[config.mk]
export PLATFORM = sky130hd
export DESIGN_NAME = al_is_dispatch_flat
export DESIGN_NICKNAME = d
export VERILOG_FILES = /design/src/rtl/al_is_dispatch_if.sv /design/src/rtl/al_is_dispatch.sv /design/src/flat_wrapper.sv
export SDC_FILE = /design/constraint.sdc
export NUM_CORES = 1
export LEC_CHECK = 0
export CORE_MARGIN = 3
export CORE_UTILIZATION = 50
export CTS_CLUSTER_DIAMETER = 150
export DETAILED_ROUTE_END_ITERATION = 7
export HOLD_SLACK_MARGIN = 0.08
export PLACE_DENSITY_LB_ADDON = 0.08
export SETUP_SLACK_MARGIN = 0.1
export SLEW_MARGIN = 10
export SYNTH_ARGS = -nofsm -noshare
export SYNTH_HDL_FRONTEND = slang
export SYNTH_SLANG_ARGS = --single-unit
[constraint.sdc]
create_clock -name clk -period 6.9 [get_ports clk]
set_input_delay 2.07 -clock clk [delete_from_list [all_inputs] [get_ports clk]]
set_output_delay 2.07 -clock clk [all_outputs]
set_load 0.01 [all_outputs]
[src/rtl/al_is_dispatch_if.sv]
// Bundle of rename-side and issue-side signals around the allocation-to-issue dispatch buffer.
// The master side drives groups and issue backpressure; the slave side is the dispatch buffer.
interface al_is_dispatch_if #(
  parameter int INST_WIDTH = 56,
  parameter int INST_PORT  = 4,
  parameter int BRN_WIDTH  = 7,
  parameter int PTR_BITS   = 2,
  parameter int CNT_WIDTH  = 16
);
  logic [INST_PORT*INST_WIDTH-1:0] grp_frm_ren;
  logic                            grp_vld_frm_ren;
  logic                            lop_sta_frm_ren;
  logic                            rdy_to_ren;
  logic [INST_PORT*INST_WIDTH-1:0] inst_to_is;
  logic                            lop_sta_to_is;
  logic                            ful_frm_is;
  logic [BRN_WIDTH-1:0]            fls_frm_rob;
  logic [PTR_BITS:0]               buf_cnt;
  logic [CNT_WIDTH-1:0]            stl_cnt;

  modport master (
    output grp_frm_ren, grp_vld_frm_ren, lop_sta_frm_ren, ful_frm_is, fls_frm_rob,
    input  rdy_to_ren, inst_to_is, lop_sta_to_is, buf_cnt, stl_cnt
  );

  modport slave (
    input  grp_frm_ren, grp_vld_frm_ren, lop_sta_frm_ren, ful_frm_is, fls_frm_rob,
    output rdy_to_ren, inst_to_is, lop_sta_to_is, buf_cnt, stl_cnt
  );
endinterface

[src/rtl/al_is_dispatch.sv]
// Dispatch buffer between rename and issue: queues 4-wide groups, presents each exactly once,
// honours issue-queue full, squashes on ROB flush and counts stalled cycles.
module al_is_dispatch #(
  parameter int INST_WIDTH   = 56,
  parameter int INST_PORT    = 4,
  parameter int BIT_INST_VLD = 55,
  parameter int BRN_WIDTH    = 7,
  parameter int BUF_DEPTH    = 4,
  parameter int PTR_BITS     = 2,
  parameter int CNT_WIDTH    = 16
) (
  input  logic            clk,
  input  logic            rst_n,
  al_is_dispatch_if.slave bus
);

  localparam int GRP_W = INST_PORT * INST_WIDTH;
  localparam int ENT_W = GRP_W + 1;
  localparam logic [PTR_BITS:0] DEPTH_CNT = (PTR_BITS + 1)'(BUF_DEPTH);

  typedef enum logic [1:0] {IDLE, ACTV, STAL, FLSH} state_t;

  state_t               state_reg, state_next;
  logic [PTR_BITS-1:0]  wr_ptr_reg, rd_ptr_reg;
  logic [PTR_BITS:0]    buf_cnt_reg, buf_cnt_next;
  logic [CNT_WIDTH-1:0] stl_cnt_reg;
  logic [GRP_W-1:0]     inst_reg;
  logic                 lop_sta_reg;
  logic [ENT_W-1:0]     buf_mem [BUF_DEPTH];

  logic [INST_PORT-1:0] slot_vld;
  logic                 flush;
  logic                 grp_any;
  logic                 rdy;
  logic                 push;
  logic                 pop;
  logic                 stall;

  for (genvar gi = 0; gi < INST_PORT; gi++) begin : g_slot_vld
    assign slot_vld[gi] = bus.grp_frm_ren[gi*INST_WIDTH + BIT_INST_VLD];
  end

  assign flush   = bus.fls_frm_rob[BRN_WIDTH-1];
  assign grp_any = |slot_vld;

  // Ready depends on registered state only, so issue backpressure never reaches rename combinationally.
  always_comb begin
    rdy   = 1'b0;
    push  = 1'b0;
    pop   = 1'b0;
    stall = 1'b0;
    rdy   = (buf_cnt_reg < DEPTH_CNT) && (state_reg != FLSH);
    push  = bus.grp_vld_frm_ren && rdy && grp_any && !flush;
    pop   = (buf_cnt_reg != '0) && !bus.ful_frm_is && !flush && (state_reg != FLSH);
    stall = (buf_cnt_reg != '0) && bus.ful_frm_is && !flush;
  end

  always_comb begin
    buf_cnt_next = buf_cnt_reg;
    if (push && !pop) begin
      buf_cnt_next = buf_cnt_reg + 1'b1;
    end else if (!push && pop) begin
      buf_cnt_next = buf_cnt_reg - 1'b1;
    end
  end

  always_comb begin
    state_next = state_reg;
    if (flush) begin
      state_next = FLSH;
    end else begin
      case (state_reg)
        IDLE: if (push) state_next = ACTV;
        ACTV: begin
          if (bus.ful_frm_is && (buf_cnt_reg != '0)) begin
            state_next = STAL;
          end else if (buf_cnt_next == '0) begin
            state_next = IDLE;
          end
        end
        STAL: if (!bus.ful_frm_is) state_next = ACTV;
        FLSH: state_next = IDLE;
        default: state_next = IDLE;
      endcase
    end
  end

  // Storage array carries no reset so it maps onto plain RAM; only pointers track validity.
  always_ff @(posedge clk) begin
    if (push) begin
      buf_mem[wr_ptr_reg] <= {bus.lop_sta_frm_ren, bus.grp_frm_ren};
    end
  end

  always_ff @(posedge clk or negedge rst_n) begin
    if (!rst_n) begin
      state_reg   <= IDLE;
      wr_ptr_reg  <= '0;
      rd_ptr_reg  <= '0;
      buf_cnt_reg <= '0;
      inst_reg    <= '0;
      lop_sta_reg <= 1'b0;
    end else begin
      state_reg <= state_next;
      if (flush) begin
        wr_ptr_reg  <= '0;
        rd_ptr_reg  <= '0;
        buf_cnt_reg <= '0;
        inst_reg    <= '0;
        lop_sta_reg <= 1'b0;
      end else begin
        buf_cnt_reg <= buf_cnt_next;
        if (push) begin
          wr_ptr_reg <= wr_ptr_reg + 1'b1;
        end
        // The issue queue latches any valid slot, so the output is zeroed whenever nothing pops.
        if (pop) begin
          rd_ptr_reg  <= rd_ptr_reg + 1'b1;
          inst_reg    <= buf_mem[rd_ptr_reg][GRP_W-1:0];
          lop_sta_reg <= buf_mem[rd_ptr_reg][GRP_W];
        end else begin
          inst_reg    <= '0;
          lop_sta_reg <= 1'b0;
        end
      end
    end
  end

  always_ff @(posedge clk or negedge rst_n) begin
    if (!rst_n) begin
      stl_cnt_reg <= '0;
    end else if (stall && (stl_cnt_reg != '1)) begin
      stl_cnt_reg <= stl_cnt_reg + 1'b1;
    end
  end

  assign bus.rdy_to_ren    = rdy;
  assign bus.inst_to_is    = inst_reg;
  assign bus.lop_sta_to_is = lop_sta_reg;
  assign bus.buf_cnt       = buf_cnt_reg;
  assign bus.stl_cnt       = stl_cnt_reg;

endmodule

[src/flat_wrapper.sv]
// flat-port wrapper written by rule: the top's interface ports become plain ports
module al_is_dispatch_flat 
#(
  parameter int INST_WIDTH   = 56,
  parameter int INST_PORT    = 4,
  parameter int BIT_INST_VLD = 55,
  parameter int BRN_WIDTH    = 7,
  parameter int BUF_DEPTH    = 4,
  parameter int PTR_BITS     = 2,
  parameter int CNT_WIDTH    = 16
)
  (clk, rst_n, bus_grp_frm_ren, bus_grp_vld_frm_ren, bus_lop_sta_frm_ren, bus_ful_frm_is, bus_fls_frm_rob, bus_rdy_to_ren, bus_inst_to_is, bus_lop_sta_to_is, bus_buf_cnt, bus_stl_cnt);
  al_is_dispatch_if #(.INST_WIDTH(INST_WIDTH), .INST_PORT(INST_PORT), .BRN_WIDTH(BRN_WIDTH), .PTR_BITS(PTR_BITS), .CNT_WIDTH(CNT_WIDTH)) bus_i ();
  input  logic clk;
  input  logic rst_n;
  input wire logic [$bits(bus_i.grp_frm_ren)-1:0] bus_grp_frm_ren;
  input wire logic [$bits(bus_i.grp_vld_frm_ren)-1:0] bus_grp_vld_frm_ren;
  input wire logic [$bits(bus_i.lop_sta_frm_ren)-1:0] bus_lop_sta_frm_ren;
  input wire logic [$bits(bus_i.ful_frm_is)-1:0] bus_ful_frm_is;
  input wire logic [$bits(bus_i.fls_frm_rob)-1:0] bus_fls_frm_rob;
  output wire logic [$bits(bus_i.rdy_to_ren)-1:0] bus_rdy_to_ren;
  output wire logic [$bits(bus_i.inst_to_is)-1:0] bus_inst_to_is;
  output wire logic [$bits(bus_i.lop_sta_to_is)-1:0] bus_lop_sta_to_is;
  output wire logic [$bits(bus_i.buf_cnt)-1:0] bus_buf_cnt;
  output wire logic [$bits(bus_i.stl_cnt)-1:0] bus_stl_cnt;
  assign bus_i.grp_frm_ren = bus_grp_frm_ren;
  assign bus_i.grp_vld_frm_ren = bus_grp_vld_frm_ren;
  assign bus_i.lop_sta_frm_ren = bus_lop_sta_frm_ren;
  assign bus_i.ful_frm_is = bus_ful_frm_is;
  assign bus_i.fls_frm_rob = bus_fls_frm_rob;
  assign bus_rdy_to_ren = bus_i.rdy_to_ren;
  assign bus_inst_to_is = bus_i.inst_to_is;
  assign bus_lop_sta_to_is = bus_i.lop_sta_to_is;
  assign bus_buf_cnt = bus_i.buf_cnt;
  assign bus_stl_cnt = bus_i.stl_cnt;
  al_is_dispatch #(.INST_WIDTH(INST_WIDTH), .INST_PORT(INST_PORT), .BIT_INST_VLD(BIT_INST_VLD), .BRN_WIDTH(BRN_WIDTH), .BUF_DEPTH(BUF_DEPTH), .PTR_BITS(PTR_BITS), .CNT_WIDTH(CNT_WIDTH)) u_core (.clk(clk), .rst_n(rst_n), .bus(bus_i));
endmodule
# ---- Word level (Yosys, flattened, before mapping)
# Memories as Yosys holds them, arrays and structs flattened.
# Index checks and enable logic that the tools add are counted.
dict set report op_classes {
  addsub 5
  n_lt_le_gt_ge 1
  n_eq_ne 8
  muxes 19
  reduce_logical 23
}
# cell count
set ops {}
lappend ops {{224-bit two-way mux} 2}
lappend ops {{2-bit two-way mux} 9}
lappend ops {{16-bit by 1-bit adder with 16-bit output (second input constant)} 1}
lappend ops {{16-bit inequality test (second input constant)} 1}
lappend ops {{1-bit logical AND} 12}
lappend ops {{3-bit two-way mux} 3}
lappend ops {{2-bit case mux with 4 select lines} 1}
lappend ops {{2-bit by 1-bit adder with 2-bit output (second input constant)} 2}
lappend ops {{2-bit == test (second input constant)} 2}
lappend ops {{1-bit zero test} 4}
lappend ops {{1-bit two-way mux} 4}
lappend ops {{4-bit by 2-bit inequality test with 1-bit output (second input constant)} 1}
lappend ops {{2-bit nonzero test} 2}
lappend ops {{4-bit OR reduction} 1}
lappend ops {{3-bit by 1-bit adder with 3-bit output (second input constant)} 1}
lappend ops {{3-bit zero test} 1}
lappend ops {{3-bit < comparator (second input constant)} 1}
lappend ops {{3-bit by 2-bit inequality test with 1-bit output (second input constant)} 1}
lappend ops {{3-bit inequality test (second input constant)} 1}
lappend ops {{3-bit AND reduction} 1}
lappend ops {{3-bit nonzero test} 1}
lappend ops {{3-bit by 1-bit subtractor with 3-bit output (second input constant)} 1}
lappend ops {{2-bit by 1-bit == test with 1-bit output (second input constant)} 1}
lappend ops {{2-bit zero test} 1}
lappend ops {{2-bit inequality test (second input constant)} 1}
dict set report totals {
  reg_bits 250
  mem_bits_rw 900
  word_cells 64
  memories 1
}
# name words width rd rd_ports_with_merged_regs write_ports line
set mem_list {}
lappend mem_list {u_core.buf_mem 4 225 1 0 1 al_is_dispatch.sv:29} ;# logic [ENT_W-1:0] buf_mem [BUF_DEPTH];

# ---- Depth between registers and ports, before layout
dict set report logic_depth {
  word_depth 14
  ltp_mapped 9
}

# ---- Worst setup path after synthesis
# No wires, ideal clock.
dict set report synth_timing {
  path_type {input -> register}
  from {input port bus_grp_frm_ren[55]}
  to {memory u_core.buf_mem[0][0] (netlist name) (enable)}
  setup_time_ns 0.615
  t_arrival_ns 7.700
  slack_ns -1.415
  stages 5
  path_buffers 1
  path_cell_list {or4_1 nand3_1 buf_6 nor2_2 and2_1}
}
dict set report synth_between {
  elab_chain_len 5
}
# item line
set synth_rtl {}
lappend synth_rtl {{start, declared} flat_wrapper.sv:16} ;# input wire logic [$bits(bus_i.grp_frm_ren)-1:0] bus_grp_frm_ren;
lappend synth_rtl {{4-bit OR reduction} al_is_dispatch.sv:44} ;# assign grp_any = |slot_vld;
lappend synth_rtl {{1-bit logical AND (2 in a row)} al_is_dispatch.sv:53} ;# push = bus.grp_vld_frm_ren && rdy && grp_any && !flush;
lappend synth_rtl {{1-bit two-way mux} al_is_dispatch.sv:90} ;# if (push) begin
lappend synth_rtl {{1-bit two-way mux (not written as such)} al_is_dispatch.sv:91} ;# buf_mem[wr_ptr_reg] <= {bus.lop_sta_frm_ren, bus.grp_frm_ren};
lappend synth_rtl {{end, declared} al_is_dispatch.sv:29}
# No other way between the ends.

# ---- Worst setup path in the final report
dict set report layout_timing {
  from {input port bus_grp_frm_ren[55]}
  to {memory u_core.buf_mem[0][72] (netlist name) (enable)}
}
# The elaborated chain is that of the path after synthesis.

==> key figures <==
Status
  – Status: completed

Critical path
  – CP required: around 7300 ps
  – Worst-path fanout max: 53
  – Worst setup EP type: register
  – Worst reg2reg path endpoint: u_core.buf_mem[0][72]$_DFFE_PP_
  – Max incr delay on CP: around 850 ps
  – Critical-path cell list: clkdlybuf4s50_1 > or4_1 > nand3_1 > nor2_2 > and2_4 > buf_4
  – Critical path's slowest cell: and2_4
  – Startpoint types: input port
  – CP arrival: between 4000 and 5000 ps
  – Register-to-Register Path Depth: 5
  – Critical path class: input port to register
  – R2R Setup Slk: approximately 3900 ps
  – FF-to-FF Start: u_core.state_reg[0]$_DFFE_PN0P_

Synth
  – Largest family of logic cells by synthesized area: multiplexers
  – Dominant synthesized flop cell: edfxtp_1
  – Ys async rst share: a little over a fifth
  – Post-Synth XOR/XNOR Area: 0.362%
  – Ranking of synthesized cells by area: edfxtp_1, dfrtp_1, mux4_2
  – Mapped Cells: around 1,800
  – Post-synth top area share: between 60% and 70%
  – Synth Area in Compound Gates: 0.353%
  – Post-synth top cells: edfxtp_1, dfrtp_1, and3_1, mux4_2, clkbuf_1
  – Mux share of post-synthesis cell area: about an eighth
  – Mapped Area: between 40,000 and 50,000 um2
  – Warnings from Yosys: 0
  – Synth Area in Simple Gates: ~4.2%
  – Cell taking the most area after synthesis: edfxtp_1
  – Cell with the most instances after synthesis: edfxtp_1
  – Syn nets: roughly 2,100
  – Number of synthesized register bits: between 1,000 and 1,500
  – Average size of a mapped cell: roughly 23 um2
  – EDFF count, synth: 900
  – Yosys cell types: between 40 and 50
  – Post-synthesis adder-cell area fraction: 0.243%
  – Sequential cell area fraction in the yosys report: between 80% and 90%

Job
  – Max-Cap Viols: 0

Die
  – Chip height: 293 um
  – Row cnt: ~100
  – Initial Util: 50.8%
  – Die area: between 80,000 and 90,000 um2
  – I/O pin count: approximately 480
  – Core area: slightly above 80,000 um2
  – Die Span X: 293 um

Worst hold path
  – Hold Crit Endpoint: u_core.bus.stl_cnt[4]$_DFFE_PN0P_
  – Min-delay src: u_core.bus.stl_cnt[4]$_DFFE_PN0P_
  – Hold depth: 1
  – Worst min path class: register to register

Clock tree
  – Post-CTS Setup Bufs: 0
  – CTS tree: done
  – CTS Hold Bufs: 0
  – Clk slew on worst S/H paths: 60 ps
  – Post-CTS sizing: 0
  – Clock buffer depth: 3
  – CTS Buf Count: between 100 and 150
  – CTS Sinks: 1,150
  – Skew-Pair Late Insertion Delay: about 680 ps
  – H-tree depth: 3
  – Clk Tree Root Cell: clkbuf_16

STA
  – Final setup viols: 0
  – RSZ-0062 raised after global routing: no
  – Final Cycle Share: between 60 and 70%
  – Worst Skew: between 20 and 30 ps
  – Worst-Margin Slew: 1100 ps
  – Final hold vios: 0
  – Hold Slack: 495 ps
  – TNS Setup: 0 ps
  – Max Fclk: ~0.22 GHz
  – Max-slew headroom: a little over a quarter
  – Post-layout min period: about 4500 ps
  – Slew Limit Fails: 0

Global routing
  – Total track usage: 21.2%
  – Initial antenna violation count: 20
  – Via count of the first global-routing pass: approximately 21,000
  – Global-route wire length before repair: roughly 140 mm
  – Largest net degree at the start of global routing: between 100 and 150
  – Grt ovf: 0

Placed design
  – DP HPWL: just over 50 mm
  – Placer Congestion: 0.746
  – Port buffer count: 474

Detailed routing
  – Post-Route WL: between 80 and 90 mm
  – Routed vias: between 15,000 and 20,000
  – Vias/cell: 5.57
  – Drt first pass iters: 5
  – Drt drc: 0
  – DRT antenna net count: 0
  – Detailed Route Iter0 Violations: between 1,000 and 1,500
  – Routed len/inst: between 20 and 30 um

Power and ir drop
  – Max VDD drop: about 0.00023 V
  – Power Total: between 0.015 and 0.02 W
  – PwrDens: approximately 310 nW/um2
  – Static leakage: roughly 18 nW

Finish
  – Layout Nets: between 2,000 and 3,000
  – Area growth syn-to-layout: 24.0%
  – Max reg flops: 900
  – Fraction of layout cells with a size suffix above 1: 18.6%
==> metrics by stage <==
stage          setup WS (ps)  util (%)  std cells  instance area [um2]
3_5_place_dp            1690      58.2       3284                47200
3_3_place_gp            1670      58.2       3284                47200
5_1_grt                 2210      63.0       3509                51000
4_1_cts                 2430      62.9       3501                51000
2_1_floorplan           1130         -       1816                41200
6_report                2430      63.0       3512                51100
==> layout make-up <==
class / count / area, um2
Antenna cell: 11 / 27.5
Clock buffer: 169 / 3330
Clock inverter: 48 / 523
Fill cell: 5550 / 30000
Inverter: 8 / 30.0
Multi-Input combinational cell: 554 / 7260
Sequential cell: 1150 / 33300
Tap cell: 1060 / 1330
Timing Repair Buffer: 512 / 5260
==> cell families (layout without fill, tap and decap cells) <==
group,Yosys count,after routing
buffers and inverters,112,737
multiplexers,229,229
AND/OR/NAND/NOR,280,280
other,0,11
AO/OA/AOI/OAI,20,20
adder cells (fa/ha/maj),8,8
XOR/XNOR,17,17
flip-flops,1150,1150
==> worst max-delay path, delay by kind of cell <==
kind	cells	cell delay, ps
buffers and inverters	2	1020
AND/OR/NAND/NOR	4	1690
==> placed cells by master (no fill, tap or decap), types with 2 or more instances in the layout <==
cell type / n
a21oi_1: 6
and2_1: 2
and2_4: 4
and3_1: 227
and4_4: 2
buf_12: 18
buf_4: 20
bufinv_16: 8
clkbuf_1: 32
clkbuf_16: 118
clkbuf_8: 19
clkdlybuf4s50_1: 473
clkinv_1: 12
clkinv_16: 3
clkinv_2: 22
dfrtp_1: 248
dfrtp_4: 2
diode_2: 11
edfxtp_1: 900
ha_1: 8
inv_1: 8
inv_6: 2
mux2i_1: 2
mux4_2: 225
nand2_1: 9
nand3_1: 7
nand4_1: 2
nand4b_1: 2
nor2_1: 10
nor3_2: 2
nor3b_1: 3
o211ai_1: 2
o21ai_0: 2
xnor2_1: 9
xor2_1: 8
==> per-layer routing <==
layer	GRT usage [%]	wire length, um	part of all wire (%)
met2	34.6	45600	51
met5	0	114	0.13
met4	6.21	2230	2.5
met1	28.5	35700	40
met3	5.80	6280	7.0
==> report_power, final <==
part,switching (W),internal [W],leakage [nW]
Clock,0.00252,0.00365,1.90
Combinational,0.00101,0.000925,4.82
Sequential,0.000132,0.00781,11.6
Total,0.00366,0.0124,18.3
==> how the worst max path moves through the flow <==
stage | startpoint | end | slack (ps) | cells past startpoint
floorplan | bus_grp_frm_ren[55] | u_core.buf_mem[0][0]$_DFFE_PP_ | 1130 | 5
global placement | bus_grp_frm_ren[55] | u_core.buf_mem[0][74]$_DFFE_PP_ | 1670 | 6
detailed placement | bus_grp_frm_ren[55] | u_core.buf_mem[0][74]$_DFFE_PP_ | 1690 | 6
CTS | bus_grp_frm_ren[55] | u_core.buf_mem[0][72]$_DFFE_PP_ | 2430 | 6
global route | bus_grp_frm_ren[55] | u_core.buf_mem[0][72]$_DFFE_PP_ | 2210 | 6
finish | bus_grp_frm_ren[55] | u_core.buf_mem[0][72]$_DFFE_PP_ | 2430 | 6
Note: power is estimated with default switching activity, not from simulation.
